`src/rtl/dfp_arbiter_if.sv`:
```
// Signal bundle joining the I-cache and D-cache downward ports, the line arbiter and the memory burst port.
// The arbiter connects through the slave modport; the cache/memory side uses master.
interface dfp_arbiter_if #(
    parameter int ADDR_WIDTH = 32,
    parameter int LINE_WIDTH = 256
);
    logic [ADDR_WIDTH-1:0] ic_addr;
    logic                  ic_read;
    logic [LINE_WIDTH-1:0] ic_rdata;
    logic                  ic_resp;

    logic [ADDR_WIDTH-1:0] dc_addr;
    logic                  dc_read;
    logic                  dc_write;
    logic [LINE_WIDTH-1:0] dc_wdata;
    logic [LINE_WIDTH-1:0] dc_rdata;
    logic                  dc_resp;

    logic [ADDR_WIDTH-1:0] mem_addr;
    logic                  mem_read;
    logic                  mem_write;
    logic [LINE_WIDTH-1:0] mem_wdata;
    logic [LINE_WIDTH-1:0] mem_rdata;
    logic                  mem_resp;

    modport slave (
        input  ic_addr, ic_read,
        input  dc_addr, dc_read, dc_write, dc_wdata,
        input  mem_rdata, mem_resp,
        output ic_rdata, ic_resp,
        output dc_rdata, dc_resp,
        output mem_addr, mem_read, mem_write, mem_wdata
    );

    modport master (
        output ic_addr, ic_read,
        output dc_addr, dc_read, dc_write, dc_wdata,
        output mem_rdata, mem_resp,
        input  ic_rdata, ic_resp,
        input  dc_rdata, dc_resp,
        input  mem_addr, mem_read, mem_write, mem_wdata
    );
endinterface

```
`src/rtl/dfp_arbiter.sv`:
```
// Round-robin arbiter sharing one line-granular memory port between the I-cache and D-cache.
// One 256-bit read or writeback is outstanding at a time; the grant is held until mem_resp.
module dfp_arbiter #(
    parameter int ADDR_WIDTH    = 32,
    parameter int LINE_WIDTH    = 256,
    parameter bit RESET_FAVOR_D = 1'b1
) (
    input  logic         clk,
    input  logic         rst_n,
    dfp_arbiter_if.slave bus,
    output logic         busy
);
    localparam logic [1:0] IDLE   = 2'd0;
    localparam logic [1:0] BUSY_I = 2'd1;
    localparam logic [1:0] BUSY_D = 2'd2;
    localparam int TAG_WIDTH = ADDR_WIDTH - 5;

    logic [1:0]            state;
    logic [1:0]            state_next;
    logic                  last_d;
    logic                  blk_i;
    logic                  blk_d;
    logic [TAG_WIDTH-1:0]  addr_q;
    logic                  write_q;
    logic [LINE_WIDTH-1:0] wdata_q;

    logic want_i;
    logic want_d;
    logic grant_i;
    logic grant_d;
    logic resp_i;
    logic resp_d;
    logic unused_addr_low;

    // A requester just served is held off for one cycle: its request line may still be high.
    assign want_i  = bus.ic_read && !blk_i;
    assign want_d  = (bus.dc_read || bus.dc_write) && !blk_d;
    assign grant_d = (state == IDLE) && want_d && (!want_i || !last_d);
    assign grant_i = (state == IDLE) && want_i && !grant_d;

    assign resp_i  = (state == BUSY_I) && bus.mem_resp;
    assign resp_d  = (state == BUSY_D) && bus.mem_resp;

    always_comb begin
        // NOTE: state_next gets its default first, so no path through this block can infer a latch.
        state_next = state;
        if (grant_d) begin
            state_next = BUSY_D;
        end else if (grant_i) begin
            state_next = BUSY_I;
        end else if (resp_i || resp_d) begin
            state_next = IDLE;
        end
    end

    // NOTE: sequential state uses non-blocking assignments only, so every register samples pre-edge values.
    always_ff @(posedge clk) begin
        if (!rst_n) begin
            state   <= IDLE;
            last_d  <= !RESET_FAVOR_D;
            blk_i   <= 1'b0;
            blk_d   <= 1'b0;
            // NOTE: the capture registers are reset as well, so mem_addr/mem_wdata read 0 after reset.
            addr_q  <= '0;
            write_q <= 1'b0;
            wdata_q <= '0;
        end else begin
            state <= state_next;
            blk_i <= resp_i;
            blk_d <= resp_d;
            if (grant_d) begin
                last_d  <= 1'b1;
                addr_q  <= bus.dc_addr[ADDR_WIDTH-1:5];
                write_q <= bus.dc_write;
                wdata_q <= bus.dc_write ? bus.dc_wdata : '0;
            end else if (grant_i) begin
                last_d  <= 1'b0;
                addr_q  <= bus.ic_addr[ADDR_WIDTH-1:5];
                write_q <= 1'b0;
                wdata_q <= '0;
            end
        end
    end

    assign busy          = (state != IDLE);
    assign bus.mem_addr  = {addr_q, 5'b0};
    assign bus.mem_read  = busy && !write_q;
    assign bus.mem_write = busy && write_q;
    assign bus.mem_wdata = wdata_q;

    // Writebacks return an all-zero line; rdata is zero whenever resp is low.
    assign bus.ic_resp   = resp_i;
    assign bus.ic_rdata  = resp_i ? bus.mem_rdata : '0;
    assign bus.dc_resp   = resp_d;
    assign bus.dc_rdata  = (resp_d && !write_q) ? bus.mem_rdata : '0;

    assign unused_addr_low = ^{bus.ic_addr[4:0], bus.dc_addr[4:0]};
endmodule

```
`src/flat_wrapper.sv`:
```
// flat-port wrapper written by rule: the top's interface ports become plain ports
module dfp_arbiter_flat 
#(
    parameter int ADDR_WIDTH    = 32,
    parameter int LINE_WIDTH    = 256,
    parameter bit RESET_FAVOR_D = 1'b1
)
  (clk, rst_n, busy, bus_ic_addr, bus_ic_read, bus_dc_addr, bus_dc_read, bus_dc_write, bus_dc_wdata, bus_mem_rdata, bus_mem_resp, bus_ic_rdata, bus_ic_resp, bus_dc_rdata, bus_dc_resp, bus_mem_addr, bus_mem_read, bus_mem_write, bus_mem_wdata);
  dfp_arbiter_if #(.ADDR_WIDTH(ADDR_WIDTH), .LINE_WIDTH(LINE_WIDTH)) bus_i ();
  input  logic clk;
  input  logic rst_n;
  output logic busy;
  input wire logic [$bits(bus_i.ic_addr)-1:0] bus_ic_addr;
  input wire logic [$bits(bus_i.ic_read)-1:0] bus_ic_read;
  input wire logic [$bits(bus_i.dc_addr)-1:0] bus_dc_addr;
  input wire logic [$bits(bus_i.dc_read)-1:0] bus_dc_read;
  input wire logic [$bits(bus_i.dc_write)-1:0] bus_dc_write;
  input wire logic [$bits(bus_i.dc_wdata)-1:0] bus_dc_wdata;
  input wire logic [$bits(bus_i.mem_rdata)-1:0] bus_mem_rdata;
  input wire logic [$bits(bus_i.mem_resp)-1:0] bus_mem_resp;
  output wire logic [$bits(bus_i.ic_rdata)-1:0] bus_ic_rdata;
  output wire logic [$bits(bus_i.ic_resp)-1:0] bus_ic_resp;
  output wire logic [$bits(bus_i.dc_rdata)-1:0] bus_dc_rdata;
  output wire logic [$bits(bus_i.dc_resp)-1:0] bus_dc_resp;
  output wire logic [$bits(bus_i.mem_addr)-1:0] bus_mem_addr;
  output wire logic [$bits(bus_i.mem_read)-1:0] bus_mem_read;
  output wire logic [$bits(bus_i.mem_write)-1:0] bus_mem_write;
  output wire logic [$bits(bus_i.mem_wdata)-1:0] bus_mem_wdata;
  assign bus_i.ic_addr = bus_ic_addr;
  assign bus_i.ic_read = bus_ic_read;
  assign bus_i.dc_addr = bus_dc_addr;
  assign bus_i.dc_read = bus_dc_read;
  assign bus_i.dc_write = bus_dc_write;
  assign bus_i.dc_wdata = bus_dc_wdata;
  assign bus_i.mem_rdata = bus_mem_rdata;
  assign bus_i.mem_resp = bus_mem_resp;
  assign bus_ic_rdata = bus_i.ic_rdata;
  assign bus_ic_resp = bus_i.ic_resp;
  assign bus_dc_rdata = bus_i.dc_rdata;
  assign bus_dc_resp = bus_i.dc_resp;
  assign bus_mem_addr = bus_i.mem_addr;
  assign bus_mem_read = bus_i.mem_read;
  assign bus_mem_write = bus_i.mem_write;
  assign bus_mem_wdata = bus_i.mem_wdata;
  dfp_arbiter #(.ADDR_WIDTH(ADDR_WIDTH), .LINE_WIDTH(LINE_WIDTH), .RESET_FAVOR_D(RESET_FAVOR_D)) u_core (.clk(clk), .rst_n(rst_n), .bus(bus_i), .busy(busy));
endmodule
```
`config.mk`:
```
export PLATFORM = sky130hd
export DESIGN_NAME = dfp_arbiter_flat
export DESIGN_NICKNAME = d
export VERILOG_FILES = /design/src/rtl/dfp_arbiter_if.sv /design/src/rtl/dfp_arbiter.sv /design/src/flat_wrapper.sv
export SDC_FILE = /design/constraint.sdc
export NUM_CORES = 1
export LEC_CHECK = 0
export BUFFER_PORTS_ARGS = -buffer_cell sky130_fd_sc_hd__buf_2
export CAP_MARGIN = 20
export CORE_AREA = 2 2 544 546
export DETAILED_ROUTE_END_ITERATION = 7
export DIE_AREA = 0 0 546 548
export PLACE_DENSITY = 0.3
export SLEW_MARGIN = 25
export SYNTH_ARGS = -nofsm -noshare
export SYNTH_HDL_FRONTEND = slang
export SYNTH_SLANG_ARGS = --single-unit
```
`constraint.sdc`:
```
create_clock -name clk -period 3.87 [get_ports clk]
set_input_delay 0.1935 -clock clk [delete_from_list [all_inputs] [get_ports clk]]
set_output_delay 0.1935 -clock clk [all_outputs]
set_load 0.1 [all_outputs]
```
== After elaboration in Yosys (flattened, before gate mapping) ==
Index checks and enable logic that the tools add are counted.

* Equality and inequality tests: 2
* Multiplexer cells: 13
* Bitwise operators: 1
* Reduce and logical (&&, ||, !) cells: 26

{| class="wikitable"
|+ Operators with widths
! cell !! count
|-
| 256-bit two-way mux || 5
|-
| 27-bit two-way mux || 2
|-
| 1-bit logical AND || 11
|-
| 1-bit logical NOT || 6
|-
| 2-bit two-way mux || 3
|-
| 2-bit nonzero test || 3
|-
| 1-bit logical OR || 3
|-
| 1-bit two-way mux || 3
|-
| 3-bit nonzero test || 1
|-
| 2-bit by 1-bit equality test with 1-bit output, second input constant || 1
|-
| 2-bit equality test, second input constant || 1
|-
| 2-bit logical NOT || 1
|-
| 2-bit OR reduction || 1
|-
| 1-bit NOT || 1
|}

* Word-level logic and storage cells: 50
* Register bits: 289
* Input port bits: 582

== Longest topological paths before layout ==
Gate-level depths: netlist of run 1.

* Depth after elaboration: 9
* Depth in mapped cells: 7

== Worst setup path before layout of run 1 ==
No wires, ideal clock.

* Kind: reg2out
* Start point: register u_core.state[0]
* End point: output bus_mem_read
* Slack: 0.456 ns
* Arrival time: 3.220 ns
* Stages on the path, launching flop included: 5
* Cell sequence: dfxtp_1 or2_1 clkbuf_1 clkbuf_1 nor2b_1

* Word-level cells in the longest chain between the ends: 2

{| class="wikitable"
|+ Ends and longest elaborated chain
! element !! line !! source
|-
| from (decl) || dfp_arbiter.sv:18 || <nowiki>logic [1:0] state;</nowiki>
|-
| from (signal assigned) || dfp_arbiter.sv:68 || <nowiki>state <= state_next;</nowiki>
|-
| 2-bit nonzero test || dfp_arbiter.sv:85 || <nowiki>assign busy = (state != IDLE);</nowiki>
|-
| named net busy || flat_wrapper.sv:12 || <nowiki>output logic busy;</nowiki>
|-
| 1-bit logical AND || dfp_arbiter.sv:87 || <nowiki>assign bus.mem_read = busy && !write_q;</nowiki>
|-
| to (decl) || flat_wrapper.sv:26 || <nowiki>output wire logic [$bits(bus_i.mem_read)-1:0] bus_mem_read;</nowiki>
|}

The timed path passes the listed nets, and every way through them passes these cells.

== Final worst setup path of run 1 ==
* Start point: register u_core.state[1]
* End point: output bus_dc_rdata[64]

* Word-level cells in the longest chain between the ends: 4

{| class="wikitable"
|+ Ends and longest elaborated chain
! element !! line !! source
|-
| 2-bit equality test || dfp_arbiter.sv:42 || <nowiki>assign resp_d = (state == BUSY_D) && bus.mem_resp;</nowiki>
|-
| 1-bit logical AND || dfp_arbiter.sv:42 ||
|-
| 1-bit logical AND || dfp_arbiter.sv:95 || <nowiki>assign bus.dc_rdata = (resp_d && !write_q) ? bus.mem_rdata : '0;</nowiki>
|-
| 256-bit two-way mux || dfp_arbiter.sv:95 ||
|-
| to (decl) || flat_wrapper.sv:23 || <nowiki>output wire logic [$bits(bus_i.dc_rdata)-1:0] bus_dc_rdata;</nowiki>
|}

No other way between the ends.

==> flow_summary.ini, run 1 <==
[status]
status = completed

[clocking]
cts_tree = done
cts_resized = 0
numCtsBuffers = 40
clk_path_buf_depth = 3
cts.sinks = 289
root_buffer = clkbuf_16
cts_max_level = 2
path_clk_slew_ns = 0.05
clk_latency_ns = 0.65

[finish]
fillerInstances = 34380
utilization = 0.09954
drive_gt1_frac = 0.4955
area_delta_synth_final_pct = 120.4
fin_nets = 3542
fin_area_um2 = 29170
final_cells = 6944

[timing]
finalSetupViolCount = 0
rsz0062_at_grt = no
fmax_mhz = 299.8
skew_ns = 0.03374
finalSetupTns_ns = 0
fin_crit_sh = 0.8619
period_needed_ns = 3.336
drv_slew = 0
tightest_slew_ns = 0.8833
slew_headroom = 0.4111
hold_violations = 0

[route]
routed_wl_um = 182400
wire_per_inst_um = 26.27
ant_nets = 0
firstDrtPassIters = 6
drcViolationCount = 0
drt_iter0_drc = 1352
vias = 19060
vias_per_cell = 2.745

[critical_path]
critPathTopFamily = buffers and inverters
arrival_ns = 3.14
critPathMaxFanout = 145
crit_top_cell = buf_12
cpMaxStageDelayCell = dfxtp_1
max_stage_delay_ns = 0.45
critPathKind = reg -> out
path_cells = and3b_1 -> nor2b_4 -> buf_12 -> buf_12 -> and2_1 -> buf_2
critical_path_buf_inv_count = 3
start_kind = register
cp_data_required_time_ns = 3.68
end_kind = output port

[power_and_ir_drop]
p_leak_nw = 13.50
ir_worst_vdd_uv = 318.6
p_per_area_nw_per_um2 = 497.3
total_power_mw = 14.51

[placed_design]
portBuffers = 1371
place_inst = 6526
place.gp.congestion = 0.9353
hpwlAfterDp_um = 162200
place_area_um2 = 24640

[logic_synthesis]
synth_edf_count = 0
synthTopCellsByCount = and2_1 (515), dfxtp_1 (289), a32o_1 (256), clkbuf_1 (105), nand2_1 (56)
async_flop_share = 0
synthFlopType = dfxtp_1
synthMostInstantiatedCell = and2_1
ys_ff_latch = 289
ys_types = 29
postSynthAreaPerCell_um2 = 9.732
synth_top_cell_area_share = 0.4371
ys_seq_area_frac = 0.4371
synth_cells = 1360
synth_area_um2 = 13240
synth_warnings = 0
synth_largest_area_cell = dfxtp_1
ys_top_cells_by_area = dfxtp_1 (44%), and2_1 (24%), a32o_1 (19%)

[floorplanning]
start_util = 0.04516
fp.dieH_um = 548
io-pin-count = 1387
placementRows = 199
die_x_um = 546
coreArea_um2 = 293100
dieArea_um2 = 299200

[global_route]
antenna_found_initial = 229
grt_max_degree = 146
overflow = 0
grt_pass1_vias = 18630
grt_usage = 0.1163
grt_pass1_wl_um = 222300

[flow_run]
drv_cap = 0

[min_path]
hold_class = in -> reg
[area by class of cell]
| type | instances | area [um^2] | share of cell area |
|---|---|---|---|
| Sequential cell | 289 | 5786 | 0.1983 |
| Clock inverter | 15 | 214.0 | 0.007335 |
| Clock buffer | 54 | 1104 | 0.03783 |
| Inverter | 2 | 12.51 | 0.0004289 |
| Tap cell | 3919 | 4903 | 0.1681 |
| Multi-Input combinational cell | 905 | 6606 | 0.2265 |
| Antenna cell | 38 | 95.09 | 0.003260 |
| Timing Repair Buffer | 1722 | 10450 | 0.3582 |
[stage by stage]
stage               worst slack [ns]  hold WS [ns]
floorplan                     0.4564        0.3193
global placement               1.168        0.4052
detailed placement             1.164        0.4069
CTS                           0.5056       0.09415
global route                  0.3587        0.1397
finish                        0.5344        0.1567
[cells by family after synthesis]
family | count (synthesis) | synth area share
AO/OA/AOI/OAI | 317 | 0.2279
flip-flops | 289 | 0.4371
other | 1 | 0.0002833
buffers and inverters | 170 | 0.06693
AND/OR/NAND/NOR | 583 | 0.2677
[routing by layer]
metal / GRT usage / wire (um) / up-vias
li1: - / - / 8171
met1: 0.1259 / 67460 / 8859
met2: 0.1898 / 81490 / 1542
met3: 0.06802 / 25300 / 469
met4: 0.03552 / 8063 / 22
met5: 0 / 131 / -
[worst paths after layout]
check                                startpoint                  endpoint  slack [ns]  cells after the start
worst max-delay path            u_core.state[1]          bus_dc_rdata[64]        0.53                      6
worst max register to register  u_core.state[1]         u_core.addr_q[15]        1.21                      5
worst min-delay path                      rst_n  u_core.bus.mem_wdata[59]        0.16                      2
worst min register to register    u_core.last_d             u_core.last_d        0.46                      2
[cell usage in the layout, fill, tap and decap left out, types with 3 or more instances in the layout]
cell type      instances
and3b_1                3
bufinv_16              4
conb_1                 5
o41ai_1               27
clkbuf_8               5
buf_2               1369
dlygate4sd3_1        311
a32o_1               256
clkbuf_1               9
diode_2               38
buf_4                 28
dfxtp_1              289
clkinv_2               5
buf_12                13
inv_6                  3
a31oi_1               27
clkbuf_16             40
and2_1               515
nand2_1               56
[power by group]
part	switching [mW]	internal, mW	total, mW
sequential	0.170	3.29	3.46
combinational	5.86	1.30	7.15
clock	1.62	2.27	3.90
[state kept, by name, summed over array words and instances, names as in the netlist]
name	flops
u_core.addr_q	27
u_core.blk_d	1
u_core.blk_i	1
u_core.bus.mem_wdata	256
u_core.last_d	1
u_core.state	2
u_core.write_q	1
[what timing repair did]
item / in CTS / in global routing
hold buffers: 311 / 0
buffers inserted: 0 / 0
hold endpoints to repair: 284 / 0
Note: power is estimated with default switching activity, not from simulation.
==> run 2, diff against run 1 <==
--- a/config.mk
+++ b/config.mk
@@ -5,11 +5,12 @@
 export SDC_FILE = /design/constraint.sdc
 export NUM_CORES = 1
 export LEC_CHECK = 0
+export ABC_AREA = 1
 export BUFFER_PORTS_ARGS = -buffer_cell sky130_fd_sc_hd__buf_2
 export CAP_MARGIN = 20
-export CORE_AREA = 2 2 544 546
+export CORE_AREA = 2 2 542 544
 export DETAILED_ROUTE_END_ITERATION = 7
-export DIE_AREA = 0 0 546 548
+export DIE_AREA = 0 0 544 546
 export PLACE_DENSITY = 0.3
 export SLEW_MARGIN = 25
 export SYNTH_ARGS = -nofsm -noshare
==> run 2 against run 1 <==
Utilization is 1.0 points higher. Maximum frequency is 7.1% lower. First-iteration DRC count is 31% higher. Final cell count is 21% higher. Total power is 3.3% higher. Worst hold slack worse by 0.13 ns. Routed wire length is 18% higher. Clock-buffer cell count is 7 higher.
==> flow_summary.ini, run 2 <==
[timing]
finalSetupTns_ns = 0
fin_ws_ns = 0.2808
rsz0062_at_grt = no
finalSetupViolCount = 0
skew_ns = 0.03684
period_needed_ns = 3.589
slew_headroom = 0.3170
hold_violations = 0
fmax_mhz = 278.6
fin_crit_sh = 0.9274
drv_slew = 0
holdWs_ns = 0.02986
tightest_slew_ns = 1.024

[finish]
drive_gt1_frac = 0.3398
fin_nets = 4893
fillerInstances = 34750
layout_common_cells = buf_2 (1,365), nand2_1 (594), nor2_1 (569)
layout_commonest_cell = buf_2
largest_reg_flops = 256
area_delta_synth_final_pct = 96.40

[placed_design]
hpwlAfterDp_um = 189000
dp_slack_ns = 1.029
place.gp.congestion = 0.8930
portBuffers = 1371

[critical_path]
rr_startpoint = u_core.state[0]
start_kind = register
arrival_ns = 3.40
end_kind = output port
critPathMaxFanout = 170
critPathKind = reg -> out
startpoint = u_core.state[1]
cp_data_required_time_ns = 3.68

[logic_synthesis]
synth_cells = 2788
ys_seq_area_frac = 0.3539
synth_top_cell_area_share = 0.3539
postSynthAreaPerCell_um2 = 5.863
synthMostInstantiatedCell = nand2_1
async_flop_share = 0
synth_edf_count = 0
synth_warnings = 0
synth_area_um2 = 16350
ys_top_cells_by_area = dfxtp_1 (35%), nand2_1 (14%), nor2_1 (13%)
synthFlopType = dfxtp_1
ys_ff_latch = 289
synth_largest_area_cell = dfxtp_1
ys_types = 25
synthTopCellsByCount = nand2_1 (595), nor2_1 (569), inv_1 (518), dfxtp_1 (289)

[flow_run]
drv_cap = 0

[power_and_ir_drop]
ir_worst_vdd_uv = 323.6
p_per_area_nw_per_um2 = 467.0
total_power_mw = 14.99
p_leak_nw = 17.46

[global_route]
overflow = 0
grt_max_degree = 171
grt_pass1_wl_um = 263500
antenna_found_initial = 198
grt_usage = 0.1385
grt_pass1_vias = 24290

[clocking]
root_buffer = clkbuf_16
cts_max_level = 2
cts_resized = 0
cts_setup_buffers = 0
path_clk_slew_ns = 0.06
cts_hold_buf = 302
cts.sinks = 289
cts_tree = done
clk_path_buf_depth = 3
numCtsBuffers = 41
clk_latency_ns = 0.64

[route]
wire_per_inst_um = 25.73
firstDrtPassIters = 5
drt_iter0_drc = 1771
vias_per_cell = 2.977
ant_nets = 0
vias = 24940
routed_wl_um = 215500
drcViolationCount = 0

[min_path]
hold_start = bus_dc_wdata[185]
hold_class = in -> reg

[floorplanning]
start_util = 0.05597
io-pin-count = 1387
dieArea_um2 = 297000
coreArea_um2 = 292100
placementRows = 199
die_x_um = 544
fp.dieH_um = 546

[status]
status = completed
==> run 2: cell types whose count changed in the layout (fill, tap and decap cells not counted), moves of 81 or more <==
cell,previous run,this run
diode_2,38,119
a32o_1,256,0
nand3_1,0,259
nand2_1,56,594
inv_1,1,518
nor2_1,0,569
a21oi_1,1,260
and2_1,515,0
==> run 2: layout make-up <==
type                    instances  area [um^2]  area share
inverters                     523         1971     0.06138
diodes                        119        297.8    0.009276
multi-input cells            1755         7530      0.2345
clock inverters                 9        122.6    0.003819
repair buffers               1701        10290      0.3206
flip-flops and latches        289         5786      0.1802
well taps                    3919         4903      0.1527
clock buffers                  61         1201     0.03742
==> run 2: cells by family after synthesis <==
group / after synthesis / synth area share
other cells: 1 / 0.0002294
buf+inv: 748 / 0.1885
flops: 289 / 0.3539
compound gates: 261 / 0.07991
simple gates: 1489 / 0.3774
==> run 2: layer usage <==
metal	GRT usage	share of wire	up-vias
met5	0	0.0013	-
met4	0.03446	0.032	42
met3	0.07303	0.14	365
met2	0.2349	0.46	1445
met1	0.1498	0.37	11620
li1	-	-	11470
==> run 2: path summary, 6_finish.rpt <==
check | end | slack (ns) | cells after the start
max | bus_dc_rdata[149] | 0.28 | 6
min | u_core.bus.mem_wdata[185] | 0.03 | 5
max reg2reg | u_core.addr_q[1] | 0.76 | 8
min reg2reg | u_core.last_d | 0.47 | 2
==> run 2: where the power goes <==
part | switching, mW | internal, mW | leakage, nW | total [mW]
sequential | 0.132 | 3.24 | 2.36 | 3.37
clock | 1.71 | 2.23 | 0.641 | 3.94
combinational | 6.36 | 1.32 | 14.5 | 7.68
==> run 2: stage by stage <==
stage,std cells,util,area [um^2]
global route,8288,0.1092,31880
CTS,8257,0.1089,31810
floorplan,2792,-,16360
finish,8376,0.1099,32100
global placement,7885,0.09402,27460
detailed placement,7885,0.09402,27460
==> run 2: critical path, stage by stage, from the launching register on <==
cell and delay [ns]:
dfxtp_1 0.46, inv_2 0.10, nor3_2 0.27, nand2_4 0.40, buf_12 0.46, nor2_1 0.27
buf_2 0.46
==> run 3, diff against run 2 <==
--- a/config.mk
+++ b/config.mk
@@ -5,12 +5,11 @@
 export SDC_FILE = /design/constraint.sdc
 export NUM_CORES = 1
 export LEC_CHECK = 0
-export ABC_AREA = 1
 export BUFFER_PORTS_ARGS = -buffer_cell sky130_fd_sc_hd__buf_2
 export CAP_MARGIN = 20
-export CORE_AREA = 2 2 542 544
+export CORE_AREA = 2 2 543 545
 export DETAILED_ROUTE_END_ITERATION = 7
-export DIE_AREA = 0 0 544 546
+export DIE_AREA = 0 0 545 547
 export PLACE_DENSITY = 0.3
 export SLEW_MARGIN = 25
 export SYNTH_ARGS = -nofsm -noshare
==> constraint.sdc (replaced) <==
create_clock -name clk -period 4.05 [get_ports clk]
set_input_delay 0.2025 -clock clk [delete_from_list [all_inputs] [get_ports clk]]
set_output_delay 0.2025 -clock clk [all_outputs]
set_load 0.1 [all_outputs]
==> run 3 against run 2 <==
Combinational power fell by 10%. Sequential share of layout area up 1.8 points. Critical path type unchanged. Total power is 7.6% lower. Register-to-register slack improved by 0.50 ns. Setup slack improved by 0.30 ns. Utilization decreased by 1.0 points. Largest cell class unchanged. Via count is 24% lower. Clock power is 6.9% lower. Global-route usage is 2.4 points lower. First-iteration DRC count shrank 35%.
==> flow_summary.ini, run 3 (same netlist as run 1, synthesis figures left out) <==
[min_path]
worstHoldEndpoint = u_core.blk_d
hold_start = rst_n
hold_class = in -> reg
hold_depth = 2

[route]
drcViolationCount = 0
firstDrtPassIters = 5
vias_per_cell = 2.737
routed_wl_um = 179800
drt_iter0_drc = 1156
wire_per_inst_um = 25.92
ant_nets = 0
vias = 18990

[timing]
tightest_slew_ns = 0.9384
finalSetupViolCount = 0
rsz0062_at_grt = no
drv_slew = 0
period_needed_ns = 3.472
finalSetupTns_ns = 0
fmax_mhz = 288.0
hold_violations = 0
skew_ns = 0.02944
slew_headroom = 0.3744
fin_crit_sh = 0.8574

[power_and_ir_drop]
ir_worst_vdd_uv = 289.5
p_leak_nw = 13.51
p_per_area_nw_per_um2 = 475.4
total_power_mw = 13.85

[clocking]
numCtsBuffers = 38
clk_latency_ns = 0.63
cts_setup_buffers = 0
clk_path_buf_depth = 3
cts_max_level = 2
path_clk_slew_ns = 0.06
cts.sinks = 289
cts_resized = 0
root_buffer = clkbuf_16
cts_tree = done

[placed_design]
hpwlAfterDp_um = 159000
portBuffers = 1371
place_area_um2 = 24630
place.gp.congestion = 0.8645
place_inst = 6528

[critical_path]
critPathKind = reg -> out
rr_endpoint = u_core.addr_q[9]
rr_startpoint = u_core.state[0]
r2r_setup_slack_ns = 1.26
cp_data_required_time_ns = 3.85
start_kind = register
end_kind = output port
arrival_ns = 3.27
rr_worst_depth = 5
critPathMaxFanout = 125

[floorplanning]
start_util = 0.04524
io-pin-count = 1387
dieArea_um2 = 298100
die_x_um = 545
fp.dieH_um = 547
coreArea_um2 = 292600
placementRows = 199

[finish]
layout_commonest_cell = buf_2
layout_common_cells = buf_2 (1,370), and2_1 (515), dlygate4sd3_1 (311)
area_delta_synth_final_pct = 120.1
largest_reg_flops = 256
fin_nets = 3542
drive_gt1_frac = 0.4965
utilization = 0.09959
fin_area_um2 = 29140
final_cells = 6936

[flow_run]
drv_cap = 0

[global_route]
antenna_found_initial = 211
grt_pass1_vias = 18590
overflow = 0
grt_pass1_wl_um = 216300
grt_max_degree = 126
grt_usage = 0.1141

[status]
status = completed
## run 3: cell count changes in the layout (fill, tap and decap cells not counted), moves of 259 or more
cell     delta
inv_1     -517
a21oi_1   -259
nand2_1   -538
nand3_1   -259
and2_1    +515
nor2_1    -569
## run 3: report_power, final
part / switching (mW) / internal [mW]
registers: 0.164 / 3.14
clock network: 1.53 / 2.14
logic: 5.64 / 1.25
## run 3: cell type report
| type | instances | area (um^2) |
|---|---|---|
| Fill cell | 34280 | 263400 |
| Tap cell | 3919 | 4903 |
| Multi-Input combinational cell | 905 | 6606 |
| Timing Repair Buffer | 1724 | 10440 |
| Inverter | 2 | 12.51 |
| Clock buffer | 51 | 1070 |
| Sequential cell | 289 | 5786 |
| Antenna cell | 28 | 70.07 |
| Clock inverter | 18 | 251.5 |
## run 3: timing repair
action                                  CTS  global route
endpoints found under the hold margin   284             0
endpoints found under the setup margin    0             0
hold buffers                            311             0
## run 3: per-stage QoR
| stage | worst slack [ns] | hold WS [ns] |
|---|---|---|
| CTS | 0.4765 | 0.03490 |
| floorplan | 0.6274 | 0.3283 |
| global route | 0.4001 | 0.09143 |
| detailed placement | 1.182 | 0.4155 |
| global placement | 1.239 | 0.4139 |
| finish | 0.5776 | 0.1500 |
## run 3: worst max path at each step
stage,from,end,slack (ns),depth (start not counted)
finish,u_core.state[1],bus_dc_rdata[35],0.58,5
global route,u_core.state[1],bus_dc_rdata[122],0.40,5
CTS,u_core.state[1],bus_dc_rdata[35],0.48,5
detailed placement,u_core.state[1],bus_dc_rdata[35],1.18,5
global placement,u_core.state[1],bus_dc_rdata[244],1.24,5
floorplan,u_core.state[0],bus_mem_read,0.63,4
## run 3: critical path, cell delays in order (launching register included)
cell and delay, ns:
dfxtp_1 0.43, and3b_1 0.26, nor2b_4 0.76, buf_12 0.36, and2_1 0.21, buf_2 0.43
## run 3: per-layer routing
| layer | part of all wire | wire length, um | GRT usage |
|---|---|---|---|
| met1 | 0.38 | 67660 | 0.1263 |
| met2 | 0.45 | 80730 | 0.1902 |
| met3 | 0.13 | 22510 | 0.05381 |
| met4 | 0.049 | 8768 | 0.03900 |
| met5 | 0.00051 | 92 | 0 |
